<file path="config.mk">
export PLATFORM = sky130hd
export DESIGN_NAME = lo_gap_decoder_flat
export DESIGN_NICKNAME = d
export VERILOG_FILES = /design/src/rtl/lo_gap_decoder_if.sv /design/src/rtl/lo_gap_decoder.sv /design/src/flat_wrapper.sv
export SDC_FILE = /design/constraint.sdc
export NUM_CORES = 1
export LEC_CHECK = 0
export BUFFER_PORTS_ARGS = -buffer_cell sky130_fd_sc_hd__clkbuf_2
export CAP_MARGIN = 20
export CORE_MARGIN = 4
export CORE_UTILIZATION = 44
export DETAILED_ROUTE_END_ITERATION = 10
export GPL_ROUTABILITY_DRIVEN = 1
export GPL_TIMING_DRIVEN = 1
export PLACE_DENSITY = 0.62
export SETUP_SLACK_MARGIN = 0.1
export SLEW_MARGIN = 20
export SYNTH_ARGS = -nofsm -noshare
export SYNTH_HDL_FRONTEND = slang
export SYNTH_SLANG_ARGS = --single-unit
export TNS_END_PERCENT = 50
</file>
<file path="constraint.sdc">
create_clock -name pck0 -period 3.85 [get_ports pck0]
set_input_delay 0.385 -clock pck0 [delete_from_list [all_inputs] [get_ports pck0]]
set_output_delay 0.385 -clock pck0 [all_outputs]
set_load 0.01 [all_outputs]
</file>
<file path="src/rtl/lo_gap_decoder_if.sv">
// rtl/lo_gap_decoder_if.sv - SSP link from the gap decoder to the ARM
// Purpose: bundles the three SSP pins driven by lo_gap_decoder.
// Ports (signals):
//   ssp_clk    serial clock, ARM samples on the rising edge
//   ssp_frame  high while bit 15 (first bit) of a word is presented
//   ssp_din    serial data, MSB first
// Modports: master = decoder side (drives), slave = ARM side (samples).
interface lo_gap_decoder_if;
  logic ssp_clk;
  logic ssp_frame;
  logic ssp_din;

  modport master (output ssp_clk, output ssp_frame, output ssp_din);
  modport slave  (input  ssp_clk, input  ssp_frame, input  ssp_din);
endinterface

</file>
<file path="src/rtl/lo_gap_decoder.sv">
// rtl/lo_gap_decoder.sv - times field-on periods and reader gaps, ships them over SSP
// Purpose: synchronises and (optionally) glitch-filters the comparator field bit, counts
//   each constant-level period in pck0 cycles, queues {level, count} words and shifts them
//   out MSB first on the SSP pins.
// Build option: LO_GAP_FILTER_EN defined -> FILT_CYC-cycle glitch filter present;
//   undefined -> filtered level is the synchronised level directly.
// Ports:
//   pck0      in   sole clock
//   rst_n     in   synchronous active-low reset
//   en        in   capture enable
//   field_in  in   comparator output, 1 = field present
//   ssp       out  SSP link (ssp_clk, ssp_frame, ssp_din), master modport
//   overflow  out  sticky, a word was dropped on a full queue
//   dbg       out  filtered field level
module lo_gap_decoder #(
  parameter int CNT_W      = 15,
  parameter int FIFO_DEPTH = 4,
  parameter int FILT_CYC   = 4,
  parameter int SSP_DIV    = 8
) (
  input  logic                pck0,
  input  logic                rst_n,
  input  logic                en,
  input  logic                field_in,
  lo_gap_decoder_if.master    ssp,
  output logic                overflow,
  output logic                dbg
);

  localparam int W        = CNT_W + 1;
  localparam int AW       = $clog2(FIFO_DEPTH);
  localparam int DIV_W    = $clog2(SSP_DIV);
  localparam int BIT_W    = $clog2(W);
  localparam logic [DIV_W-1:0] DIV_LAST = DIV_W'(SSP_DIV - 1);
  localparam logic [BIT_W-1:0] BIT_LAST = BIT_W'(W - 1);

  if (FILT_CYC < 1 || FILT_CYC > 15 || SSP_DIV < 2 || FIFO_DEPTH < 2) begin : g_param_check
    $error("lo_gap_decoder: parameter out of range");
  end

  // Two-flop synchroniser
  logic s_meta, s;
  always_ff @(posedge pck0) begin
    if (!rst_n) begin
      s_meta <= 1'b0;
      s      <= 1'b0;
    end else begin
      s_meta <= field_in;
      s      <= s_meta;
    end
  end

  logic filt;
`ifdef LO_GAP_FILTER_EN
  // filt follows s only after FILT_CYC consecutive disagreeing cycles; any
  // agreement restarts the run, so short excursions vanish entirely.
  logic [3:0] run;
  always_ff @(posedge pck0) begin
    if (!rst_n) begin
      filt <= 1'b0;
      run  <= 4'd0;
    end else if (s != filt) begin
      if (run == 4'(FILT_CYC - 1)) begin
        filt <= s;
        run  <= 4'd0;
      end else begin
        run <= run + 4'd1;
      end
    end else begin
      run <= 4'd0;
    end
  end
`else
  assign filt = s;
`endif

  assign dbg = filt;

  // Period counter. The first edge after arming only restarts the count,
  // since the start of the period that it closes was never seen.
  logic             filt_d, armed;
  logic [CNT_W-1:0] cnt;
  logic             filt_edge, push;
  logic [W-1:0]     push_word;

  assign filt_edge = (filt != filt_d);
  assign push      = en && armed && filt_edge;
  assign push_word = {filt_d, cnt};

  always_ff @(posedge pck0) begin
    if (!rst_n) begin
      filt_d <= 1'b0;
      armed  <= 1'b0;
      cnt    <= '0;
    end else begin
      filt_d <= filt;
      if (!en) begin
        cnt   <= '0;
        armed <= 1'b0;
      end else if (filt_edge) begin
        cnt   <= CNT_W'(1);
        armed <= 1'b1;
      end else if (cnt != '1) begin
        cnt <= cnt + 1'b1;
      end
    end
  end

  // Word queue; an extra pointer bit distinguishes full from empty.
  typedef enum logic [1:0] {IDLE, LOAD, SHIFT} state_t;
  state_t state;

  logic [W-1:0] mem [FIFO_DEPTH];
  logic [AW:0]  wr_ptr, rd_ptr;
  logic         empty, full, pop, wr_en;

  assign empty = (wr_ptr == rd_ptr);
  assign full  = (wr_ptr[AW] != rd_ptr[AW]) && (wr_ptr[AW-1:0] == rd_ptr[AW-1:0]);
  assign pop   = (state == LOAD);
  // A simultaneous pop frees the slot, so a push onto a full queue still lands.
  assign wr_en = push && (!full || pop);

  always_ff @(posedge pck0) begin
    if (wr_en) mem[wr_ptr[AW-1:0]] <= push_word;
  end

  always_ff @(posedge pck0) begin
    if (!rst_n) begin
      wr_ptr   <= '0;
      rd_ptr   <= '0;
      overflow <= 1'b0;
    end else begin
      if (wr_en) wr_ptr <= wr_ptr + 1'b1;
      if (push && !wr_en) overflow <= 1'b1;
      if (pop) rd_ptr <= rd_ptr + 1'b1;
    end
  end

  // Serialiser: data is set up before each rise and changes on the fall.
  logic [W-1:0]     shreg;
  logic [DIV_W-1:0] div_cnt;
  logic [BIT_W-1:0] bit_cnt;
  logic             clk_q, frame_q, din_q;

  always_ff @(posedge pck0) begin
    if (!rst_n) begin
      state   <= IDLE;
      shreg   <= '0;
      div_cnt <= '0;
      bit_cnt <= '0;
      clk_q   <= 1'b0;
      frame_q <= 1'b0;
      din_q   <= 1'b0;
    end else begin
      case (state)
        IDLE: begin
          clk_q   <= 1'b0;
          frame_q <= 1'b0;
          din_q   <= 1'b0;
          if (!empty) state <= LOAD;
        end
        LOAD: begin
          shreg   <= mem[rd_ptr[AW-1:0]];
          din_q   <= mem[rd_ptr[AW-1:0]][W-1];
          frame_q <= 1'b1;
          clk_q   <= 1'b0;
          div_cnt <= '0;
          bit_cnt <= '0;
          state   <= SHIFT;
        end
        SHIFT: begin
          if (div_cnt == DIV_LAST) begin
            div_cnt <= '0;
            clk_q   <= ~clk_q;
            if (clk_q) begin
              frame_q <= 1'b0;
              shreg   <= shreg << 1;
              din_q   <= shreg[W-2];
              bit_cnt <= bit_cnt + 1'b1;
              if (bit_cnt == BIT_LAST) begin
                din_q <= 1'b0;
                state <= empty ? IDLE : LOAD;
              end
            end
          end else begin
            div_cnt <= div_cnt + 1'b1;
          end
        end
        default: state <= IDLE;
      endcase
    end
  end

  assign ssp.ssp_clk   = clk_q;
  assign ssp.ssp_frame = frame_q;
  assign ssp.ssp_din   = din_q;

endmodule
</file>
<file path="src/flat_wrapper.sv">
// flat-port wrapper written by rule: the top's interface ports become plain ports
module lo_gap_decoder_flat 
#(
  parameter int CNT_W      = 15,
  parameter int FIFO_DEPTH = 4,
  parameter int FILT_CYC   = 4,
  parameter int SSP_DIV    = 8
)
  (pck0, rst_n, en, field_in, overflow, dbg, ssp_ssp_clk, ssp_ssp_frame, ssp_ssp_din);
  lo_gap_decoder_if ssp_i ();
  input  logic pck0;
  input  logic rst_n;
  input  logic en;
  input  logic field_in;
  output logic overflow;
  output logic dbg;
  output wire logic [$bits(ssp_i.ssp_clk)-1:0] ssp_ssp_clk;
  output wire logic [$bits(ssp_i.ssp_frame)-1:0] ssp_ssp_frame;
  output wire logic [$bits(ssp_i.ssp_din)-1:0] ssp_ssp_din;
  assign ssp_ssp_clk = ssp_i.ssp_clk;
  assign ssp_ssp_frame = ssp_i.ssp_frame;
  assign ssp_ssp_din = ssp_i.ssp_din;
  lo_gap_decoder #(.CNT_W(CNT_W), .FIFO_DEPTH(FIFO_DEPTH), .FILT_CYC(FILT_CYC), .SSP_DIV(SSP_DIV)) u_core (.pck0(pck0), .rst_n(rst_n), .en(en), .field_in(field_in), .ssp(ssp_i), .overflow(overflow), .dbg(dbg));
endmodule
</file>
==> flow_summary.toml <==
[yosys]
syn_nets = 390
synth_edf_count = 64
yosysSeqAreaShare = 0.619
ys_async_sr_fraction = 0
yosysWarningCount = 0
ys_types = 46
netlist_instances = 373
syn_area_per_cell_um2 = 13.1
ys_seq_elements = 119
synthesis.area_mm2 = 0.00488
ys.flop_type = "edfxtp_1"

[final_layout]
final_cell_area_mm2 = 0.00563
antennaDiodeCount = 0
final_common_cell = "edfxtp_1"
nets = 403
final_cell_mix = "edfxtp_1 (64), dfxtp_1 (55), nor2_1 (33)"
drive_gt1_frac = 0.153
syn2layout_area_growth_pct = 15.2

[clock_tree]
cts_htree_levels = 4
path_clk_slew_ps = 50
cts_tree = "built"
cts_resized = 0
postCtsSetupRepairBufs = 0
clock_latency_ps = 500
cts_buffers = 17
cts_buffer_depth = 2
ctsHoldBuffers = 0
cts_root_buf = "clkbuf_8"
clock-sinks = 119

[worst_setup_path]
cp.arrival_ps = 2650
max_stage_delay_ps = 710
end_kind = "flip-flop"
crit_required_ps = 3990
crit_chain = "inv_1, ha_1, nor4_1, nor2_1, and2_1"
cpMaxStageDelayCell = "nor4_1"
crit_family = "simple AND/OR/NAND/NOR gates"
path_max_fanout = 16
crit_type = "flip-flop to flip-flop"
critPathBufInv = 1
cp-start-kind = "flip-flop"

[sta]
finalHoldViolCount = 0
finClkSkew_ps = 4.81
worst_slew_pin_slew_ps = 868
fin_crit_sh = 0.651
max_freq_mhz = 399
finalSetupTns_ps = 0
maxSlewHeadroom = 0.420
slew_viol_final = 0
min_period_ps = 2500
setup_violations = 0
setup_ws_ps = 1350
rsz0062_at_grt = "false"
holdWs_ps = 94.2

[floorplanning]
rows = 38
die_width_um = 113
num_io_pins = 9
die-area_mm2 = 0.0128
core_mm2 = 0.0108
die_h_um = 113
initial_core_util = 0.450

[global_route]
grt_start_max_net_pins = 45
antenna_found_initial = 0
grt_pass1_vias = 2840
overflow = 0
track_usage = 0.149
grt_pass1_wl_mm = 14.7

[routing]
drt_iter0_drc = 129
wl_met1_mm = 4.16
maxUsedRoutingLayer = "met4"
wire_per_inst_um = 16.2
routed_via_density = 5.40
finalWirelength_mm = 8.72
remaining_drc_errors = 0
wl_met2_mm = 4.20
vias = 2903
wl_met3_um = 290
final_antenna_net_count = 0
drt_pre_antenna_iters = 4

[flow_run]
drv_cap = 0

[place]
placed_area_mm2 = 0.00505
port_buffers = 8
post-place-ws_ps = 1320
place_congestion = 0.719
dp_hpwl_mm = 5.61

[power]
p_per_area_mw_per_mm2 = 579
total_power_uw = 3260
vdd_drop_max_mv = 0.346
leakagePower_uw = 0.00205

[run_status]
status = "complete, no violations"

[hold_path]
hp-class = "input port to flip-flop"
## registers in the layout, summed over array words and instances (netlist names), 2 cells and up, named ones only
| signal | flops |
|---|---|
| u_core.rd_ptr | 3 |
| u_core.mem | 64 |
| u_core.cnt | 15 |
| u_core.wr_ptr | 3 |
| u_core.shreg | 15 |
| u_core.div_cnt | 3 |
| u_core.bit_cnt | 4 |
| u_core.state | 2 |
## cells in the mapped netlist, drive strengths merged (3+ instances only)
cell     n  area [µm²]
nor2b    9        56.3
mux2i    5        50.1
a21oi   21         105
o221ai  10        87.6
nand4    3        33.8
xor2     5        43.8
or3      9        56.3
mux4    16         360
nor2    33         124
edfxtp  64        1920
nor4b    3        26.3
ha      13         163
o21ai   15        75.1
inv      9        33.8
buf      6        30.0
nor3b    3        22.5
clkbuf  11        41.3
nand2   19        71.3
a21boi   7        52.6
nand3   11        60.1
o211a    3        30.0
nor4     4        40.0
and2    10        62.6
dfxtp   55        1100
nand2b   5        31.3
## where the power goes
part | total [µW] | internal [µW] | switching, µW
Clock | 1500 | 974 | 528
Sequential | 1430 | 1390 | 39.1
Combinational | 326 | 150 | 177
Total | 3260 | 2520 | 744
## metrics by stage
stage           util  cells
2_1_floorplan      -    373
3_3_place_gp   0.466    507
4_1_cts        0.519    538
3_5_place_dp   0.466    507
6_report       0.519    538
5_1_grt        0.519    538
## area by class of cell
type	count	area [µm²]
Clock buffer	17	414
Clock inverter	14	159
Fill cell	936	5210
Inverter	9	33.8
Multi-Input combinational cell	228	1760
Sequential cell	119	3020
Tap cell	140	175
Timing Repair Buffer	11	62.6
## worst paths after layout
kind / startpoint / endpoint / slack [ps] / cells past startpoint
worst max-delay path: u_core.state[1] / u_core.mem[0][2] / 1350 / 5
worst min-delay path: field_in / u_core.s_meta / 90 / 2
worst max register to register: u_core.state[1] / u_core.mem[0][2] / 1350 / 5
worst min register to register: u_core.s_meta / u_core.dbg / 430 / 1
## cells by family after synthesis
kind of cell	after synthesis	synth area share
compound gates	71	0.100
xor+xnor	7	0.0126
fa+ha+maj	13	0.0333
buf+inv	26	0.0215
flops	119	0.619
mux	21	0.0840
simple gates	116	0.129
## routing by layer
metal	GRT usage	vias to the layer above
li1	-	1429
met2	0.223	26
met5	0	-
met4	0.0529	0
met1	0.203	1442
met3	0.0524	6
(Power assumes the default switching activity.)
